File: src/rtl/vga_seq_pkg.sv
// Shared state encoding, register map and bypass pattern helper for the
// frame-synchronous video core sequencer.
package vga_seq_pkg;

   typedef enum logic [1:0] {MANUAL, ARM, AUTO} seq_state_t;

   localparam logic [1:0] REG_CTRL   = 2'd0;
   localparam logic [1:0] REG_BYPASS = 2'd1;
   localparam logic [1:0] REG_PERIOD = 2'd2;
   localparam logic [1:0] REG_STATUS = 2'd3;

   localparam int MAX_CORES = 8;

   // Core k generates while all others pass through. A step at or beyond the
   // core count shifts the single zero out of range, giving all ones.
   function automatic logic [MAX_CORES-1:0] step_pattern(input logic [3:0] k);
      logic [MAX_CORES-1:0] one;
      one = MAX_CORES'(1);
      step_pattern = ~(one << k);
   endfunction

endpackage

File: src/rtl/vga_sof_detect.sv
// Start-of-frame pulse: one clk on the first cycle the frame counter sits at
// the origin, however many clks x/y are held there.
module vga_sof_detect (
   input  logic        clk,
   input  logic        reset,
   input  logic [10:0] x,
   input  logic [10:0] y,
   output logic        sof
);

   logic origin;
   logic prev_origin_q;
   logic prev_origin_d;

   assign origin = (x == 11'd0) && (y == 11'd0);

   always_comb begin
      prev_origin_d = origin;
   end

   always_ff @(posedge clk or posedge reset) begin
      if (reset) prev_origin_q <= 1'b0;
      else       prev_origin_q <= prev_origin_d;
   end

   assign sof = origin && !prev_origin_q;

endmodule

File: src/rtl/vga_core_sequencer.sv
// Register slot and frame-synchronous bypass sequencer for the video pipeline
// cores; every bypass change is deferred to start-of-frame.
module vga_core_sequencer
   import vga_seq_pkg::*;
#(
   parameter int N_CORES = 4
) (
   input  logic               clk,
   input  logic               reset,
   input  logic [10:0]        x,
   input  logic [10:0]        y,
   input  logic               cs,
   input  logic               write,
   input  logic               read,
   input  logic [1:0]         addr,
   input  logic [31:0]        wr_data,
   output logic [31:0]        rd_data,
   output logic [N_CORES-1:0] bypass,
   output seq_state_t         dbg_state
);

   logic               sof;
   logic               wr_en;
   seq_state_t         state_q, state_d;
   logic               ctrl_q, ctrl_d;
   logic [N_CORES-1:0] bypass_reg_q, bypass_reg_d;
   logic [N_CORES-1:0] bypass_q, bypass_d;
   logic [15:0]        period_q, period_d;
   logic [15:0]        period_eff;
   logic [15:0]        frame_cnt_q, frame_cnt_d;
   logic [3:0]         step_q, step_d, step_nx;
   logic [31:0]        status;
   logic               unused_inputs;

   vga_sof_detect u_sof (
      .clk   (clk),
      .reset (reset),
      .x     (x),
      .y     (y),
      .sof   (sof)
   );

   // Reads are side-effect free, so the strobe only matters to the bus.
   assign unused_inputs = ^{read, wr_data[31:16]};

   assign wr_en      = cs & write;
   assign period_eff = (period_q == 16'd0) ? 16'd1 : period_q;
   assign step_nx    = (step_q == 4'(N_CORES)) ? 4'd0 : step_q + 4'd1;

   always_comb begin
      ctrl_d       = ctrl_q;
      bypass_reg_d = bypass_reg_q;
      period_d     = period_q;
      if (wr_en) begin
         case (addr)
            REG_CTRL:   ctrl_d       = wr_data[0];
            REG_BYPASS: bypass_reg_d = wr_data[N_CORES-1:0];
            REG_PERIOD: period_d     = wr_data[15:0];
            default:    ;
         endcase
      end
   end

   // The sof action always sees pre-write registers; a CTRL write then only
   // redirects the state, so its effect on bypass waits for the next sof.
   always_comb begin
      state_d     = state_q;
      bypass_d    = bypass_q;
      step_d      = step_q;
      frame_cnt_d = frame_cnt_q;
      case (state_q)
         MANUAL: begin
            if (sof) bypass_d = bypass_reg_q;
         end
         ARM: begin
            if (sof) begin
               step_d      = 4'd0;
               frame_cnt_d = 16'd0;
               bypass_d    = N_CORES'(step_pattern(4'd0));
               state_d     = AUTO;
            end
         end
         AUTO: begin
            if (sof) begin
               if (frame_cnt_q >= period_eff - 16'd1) begin
                  frame_cnt_d = 16'd0;
                  step_d      = step_nx;
                  bypass_d    = N_CORES'(step_pattern(step_nx));
               end else begin
                  frame_cnt_d = frame_cnt_q + 16'd1;
               end
            end
         end
         default: state_d = MANUAL;
      endcase
      if (wr_en && addr == REG_CTRL) begin
         if (wr_data[0] && state_q == MANUAL)       state_d = ARM;
         else if (!wr_data[0] && state_q != MANUAL) state_d = MANUAL;
      end
   end

   always_ff @(posedge clk or posedge reset) begin
      if (reset) begin
         state_q      <= MANUAL;
         ctrl_q       <= 1'b0;
         bypass_reg_q <= '1;
         bypass_q     <= '1;
         period_q     <= 16'd1;
         frame_cnt_q  <= 16'd0;
         step_q       <= 4'd0;
      end else begin
         state_q      <= state_d;
         ctrl_q       <= ctrl_d;
         bypass_reg_q <= bypass_reg_d;
         bypass_q     <= bypass_d;
         period_q     <= period_d;
         frame_cnt_q  <= frame_cnt_d;
         step_q       <= step_d;
      end
   end

   always_comb begin
      status                = '0;
      status[N_CORES-1:0]   = bypass_q;
      status[11:8]          = step_q;
      status[31:16]         = frame_cnt_q;
      rd_data               = '0;
      case (addr)
         REG_CTRL:   rd_data = {31'd0, ctrl_q};
         REG_BYPASS: rd_data = 32'(bypass_reg_q);
         REG_PERIOD: rd_data = {16'd0, period_q};
         default:    rd_data = status;
      endcase
   end

   assign bypass    = bypass_q;
   assign dbg_state = state_q;

endmodule

File: config.mk
export PLATFORM = sky130hd
export DESIGN_NAME = vga_core_sequencer
export DESIGN_NICKNAME = d
export VERILOG_FILES = /design/src/rtl/vga_seq_pkg.sv /design/src/rtl/vga_sof_detect.sv /design/src/rtl/vga_core_sequencer.sv
export SDC_FILE = /design/constraint.sdc
export NUM_CORES = 1
export LEC_CHECK = 0
export CAP_MARGIN = 10
export CELL_PAD_IN_SITES_DETAIL_PLACEMENT = 1
export CELL_PAD_IN_SITES_GLOBAL_PLACEMENT = 2
export CORE_MARGIN = 10
export CORE_UTILIZATION = 26
export CTS_CLUSTER_SIZE = 14
export DETAILED_ROUTE_END_ITERATION = 8
export HOLD_SLACK_MARGIN = 0.12
export PLACE_DENSITY = 0.76
export RECOVER_POWER = 100
export SLEW_MARGIN = 20
export SYNTH_ARGS = -nofsm -noshare
export SYNTH_HDL_FRONTEND = slang
export SYNTH_SLANG_ARGS = --single-unit
File: constraint.sdc
create_clock -name clk -period 4.7 [get_ports clk]
set_input_delay 0.94 -clock clk [delete_from_list [all_inputs] [get_ports clk]]
set_output_delay 0.94 -clock clk [all_outputs]
set_load 0.02 [all_outputs]
==> impl_metrics.ini <==
[outcome]
status = finished, violations left
violations = capacitance limit, slew limit

[die]
dieArea_sq_um = 17950
die_h_um = 134.0
ioPinCount = 99
die_w_um = 134.0
num_rows = 41
start_util_pct = 26.65
coreArea_sq_um = 12670

[clock_tree]
cts-root-buf = clkbuf_16
clock_path_buffers = 2
cts_sinks = 48
cts.clk_slew.worst_paths_ps = 70
cts_tree = built
htree_levels = 2
cts_buffers = 5
clk_latency_ps = 290
post_cts_buffers = 0

[yosys]
yosys_most_used_dff = dfrtp_1
synth_mux_area_share_pct = 12.41
ys_seq_area_share_pct = 35.90
synth_area_sq_um = 3377
synth_fa_ha_area_share_pct = 8.892
synth_top_family_by_area = simple AND/OR/NAND/NOR gates
synth_cell_types = 51
syn_nets = 436
synth_simple_gate_area_share_pct = 23.53
postSynth.asyncResetShare_pct = 100.0
ys_ff_latch = 48
syn_area_per_cell_sq_um = 9.621
netlist_instances = 351
synth_compound_area_share_pct = 10.82
synth_edf_count = 0
yosys_warnings = 0
synthXorXnorAreaFrac_pct = 5.187

[drt]
postRouteAntennaNets = 0
drt-initial-drc-count = 120
wl_um = 10600
wl_per_cell_um = 17.19
viasPerCell = 4.898
route.detailed.drc = 0
dr.pass1.iters = 4
route.vias.total = 3022

[timing]
fmax_mhz = 224.4
period_minus_slack_ps = 4456
finalCritPeriodShare_pct = 94.81
finalSetupTns_ps = 0
rsz0062_at_grt = true
worst_slack_ps = 244.1
worstMarginPinSlew_ps = 2215
hold_viol = 0
setup_viol = 0
maxSlewViolCount = 49
clock_skew_ps = 6.779
maxSlewHeadroom_pct = -48.49

[worst_setup_path]
critPathMaxStageDelay_ps = 560
setup.worst_path.start_class = flip-flop
arrival_ps = 4680
crit_top_cell = ha_1
setup.worst_path.end_class = flip-flop
crit_type = flip-flop to flip-flop
crit_fanout = 4
worstPathCellList = or4_1 > or3_1 > nor3_2 > a21oi_1 > ha_1 > nor3b_1 > and3_1 > inv_1 > nor2_1 > xnor2_1 > ha_1 > nand4_1 > or2_1 > o221a_2 > o31a_2 > or3b_4 > mux2_4
required_ps = 4920
cp_slowest_cell = or4_1

[final_layout]
layoutNonFillerInstCount = 617
syn_to_final_growth_pct = 37.57
antenna_cells = 0
finalNetCount = 529
drive_above_1_share_pct = 17.75
n_fill_cell = 1497
postLayoutCellArea_sq_um = 4646

[power]
p_per_area_nw_per_um2 = 282.9
total_power_mw = 1.314
power.leakage_nw = 2.065
ir_drop_mv = 0.2192

[place]
place.port_buffers = 81
post-dp-hpwl_um = 8431
pre_cts_slack_ps = 90.08
place.gp.congestion = 0.8236
place_area_sq_um = 4492
placed_cells = 609

[grt]
grt_pass1_vias = 3337
grt_util_all_layers_pct = 11.72
grt_remaining_overflow = 0
busiest_layer = met2
use_met1_pct = 14.25
met3_usage_pct = 3.622
antenna_found_initial = 0
grt_first_pass_wirelength_um = 17230
met2_usage_pct = 20.10
grt_max_degree = 49

[hold_path]
hp-class = flip-flop to flip-flop

[job]
max-cap-violations = 1
## placed cells by master (no fill, tap or decap), drive strengths merged, types with 3 or more instances in the layout
cell type / Yosys / layout
nand3b: 4 / 4
nand2: 15 / 15
buf: 5 / 18
o31ai: 4 / 4
a21o: 5 / 5
and3: 19 / 19
nand4: 10 / 10
dfstp: 9 / 9
nor3: 12 / 12
o21ai: 8 / 8
xor2: 5 / 5
or2: 4 / 4
a21oi: 15 / 15
clkbuf: 10 / 8
a22o: 7 / 7
or3: 3 / 3
nor2b: 9 / 9
nor2: 29 / 29
mux2: 28 / 28
or4: 3 / 3
dlygate4sd3: 0 / 40
clkdlybuf4s50: 0 / 41
xnor2: 15 / 15
nor4: 9 / 9
and2: 8 / 8
nand3: 9 / 9
dfrtp: 39 / 39
a31oi: 4 / 4
mux2i: 7 / 7
ha: 24 / 24
inv: 13 / 12
## flip-flops by register name, indices dropped and copies added, names as in the netlist
signal,count
bypass,4
step_q,4
period_q,16
frame_cnt_q,16
u_sof.prev_origin_q,1
ctrl_q,1
dbg_state,2
bypass_reg_q,4
## worst paths after layout
| kind | cells after the start | slack (ps) | from | endpoint |
|---|---|---|---|---|
| worst max-delay path | 17 | 240 | period_q[9]$_DFFE_PP0P_ | bypass[2]$_DFFE_PP1P_ |
| worst min-delay path | 2 | 490 | bypass[0]$_DFFE_PP1P_ | bypass[0]$_DFFE_PP1P_ |
| worst max register to register | 17 | 240 | period_q[9]$_DFFE_PP0P_ | bypass[2]$_DFFE_PP1P_ |
| worst min register to register | 2 | 490 | bypass[0]$_DFFE_PP1P_ | bypass[0]$_DFFE_PP1P_ |
| max in group asynchronous | 2 | 1990 | reset | step_q[0]$_DFFE_PP0P_ |
| min in group asynchronous | 2 | 1670 | reset | ctrl_q$_DFFE_PP0P_ |
## repair_timing
action / CTS / global route
hold endpoints to repair: 0 / 0
setup endpoints to repair: 0 / 22
hold buffers: 0 / 0
resized for setup: 0 / 4
## routing by layer
layer  wire (um)  up-vias  part of all wire [%]
met5           0        -                     0
met4          63        0                  0.59
met3         702        6                   6.6
met2        5054       75                    48
met1        4784     1473                    45
li1            -     1468                     -
## cell type report
class	count	area, sq um	share of cell area, %
Clock buffer	6	138.9	2.989
Clock inverter	2	10.01	0.2155
Inverter	13	50.05	1.077
Multi-Input combinational cell	275	2066	44.47
Sequential cell	48	1212	26.10
Tap cell	172	215.2	4.632
Timing Repair Buffer	101	953.4	20.52
## through the flow
stage / util [%] / hold WS, ps
CTS: 36.62 / 497.0
global route: 36.66 / 518.5
floorplan: - / 476.0
global placement: 35.45 / 476.7
detailed placement: 35.45 / 484.7
finish: 36.66 / 494.1
## Yosys cell counts, types with 2 or more instances
master | count | share of area [%]
or2_2 | 3 | 0.56
nand4_1 | 10 | 1.9
or3_1 | 3 | 0.56
nor2_1 | 27 | 3.0
xnor2_1 | 15 | 3.9
mux2_4 | 3 | 1.3
nor2_2 | 2 | 0.37
dfstp_2 | 9 | 7.0
o21ai_0 | 8 | 1.2
nand3b_1 | 4 | 0.89
nor4b_1 | 2 | 0.52
mux2i_1 | 7 | 2.1
nor4_1 | 6 | 1.1
nand2b_1 | 2 | 0.37
o31ai_1 | 4 | 0.89
nor2b_1 | 9 | 1.7
dfrtp_1 | 39 | 29
and2_1 | 8 | 1.5
ha_1 | 24 | 8.9
buf_2 | 4 | 0.59
xor2_1 | 5 | 1.3
a22o_1 | 7 | 1.8
a21o_1 | 5 | 1.1
nand3_1 | 9 | 1.3
a31oi_1 | 4 | 0.74
a21oi_1 | 15 | 2.2
inv_1 | 13 | 1.4
clkbuf_1 | 10 | 1.1
nor4_2 | 3 | 1.1
mux2_2 | 25 | 8.3
nor3_1 | 11 | 1.6
and3_1 | 19 | 3.5
or4_1 | 3 | 0.67
a211oi_1 | 2 | 0.44
nand2_1 | 15 | 1.7
## worst max-delay path: cells and delay by family, from the launching register on
family	cells	cell delay, ps
simple gates	9	2370
compound gates	3	590
fa+ha+maj	2	500
flops	1	370
mux	1	320
xor+xnor	1	150
buf+inv	1	80
## report_power, final
part	internal (mW)	switching, mW
clock network	0.210	0.163
logic	0.212	0.215
registers	0.465	0.0485
total	0.887	0.427
## logic make-up (layout without fill, tap and decap cells)
kind of cell	Yosys count	in the layout
adder cells (fa/ha/maj)	24	24
buffers and inverters	28	122
AO/OA/AOI/OAI	54	54
XOR/XNOR	20	20
flip-flops	48	48
AND/OR/NAND/NOR	141	141
multiplexers	36	36
Power figures use the tool's default switching activity.
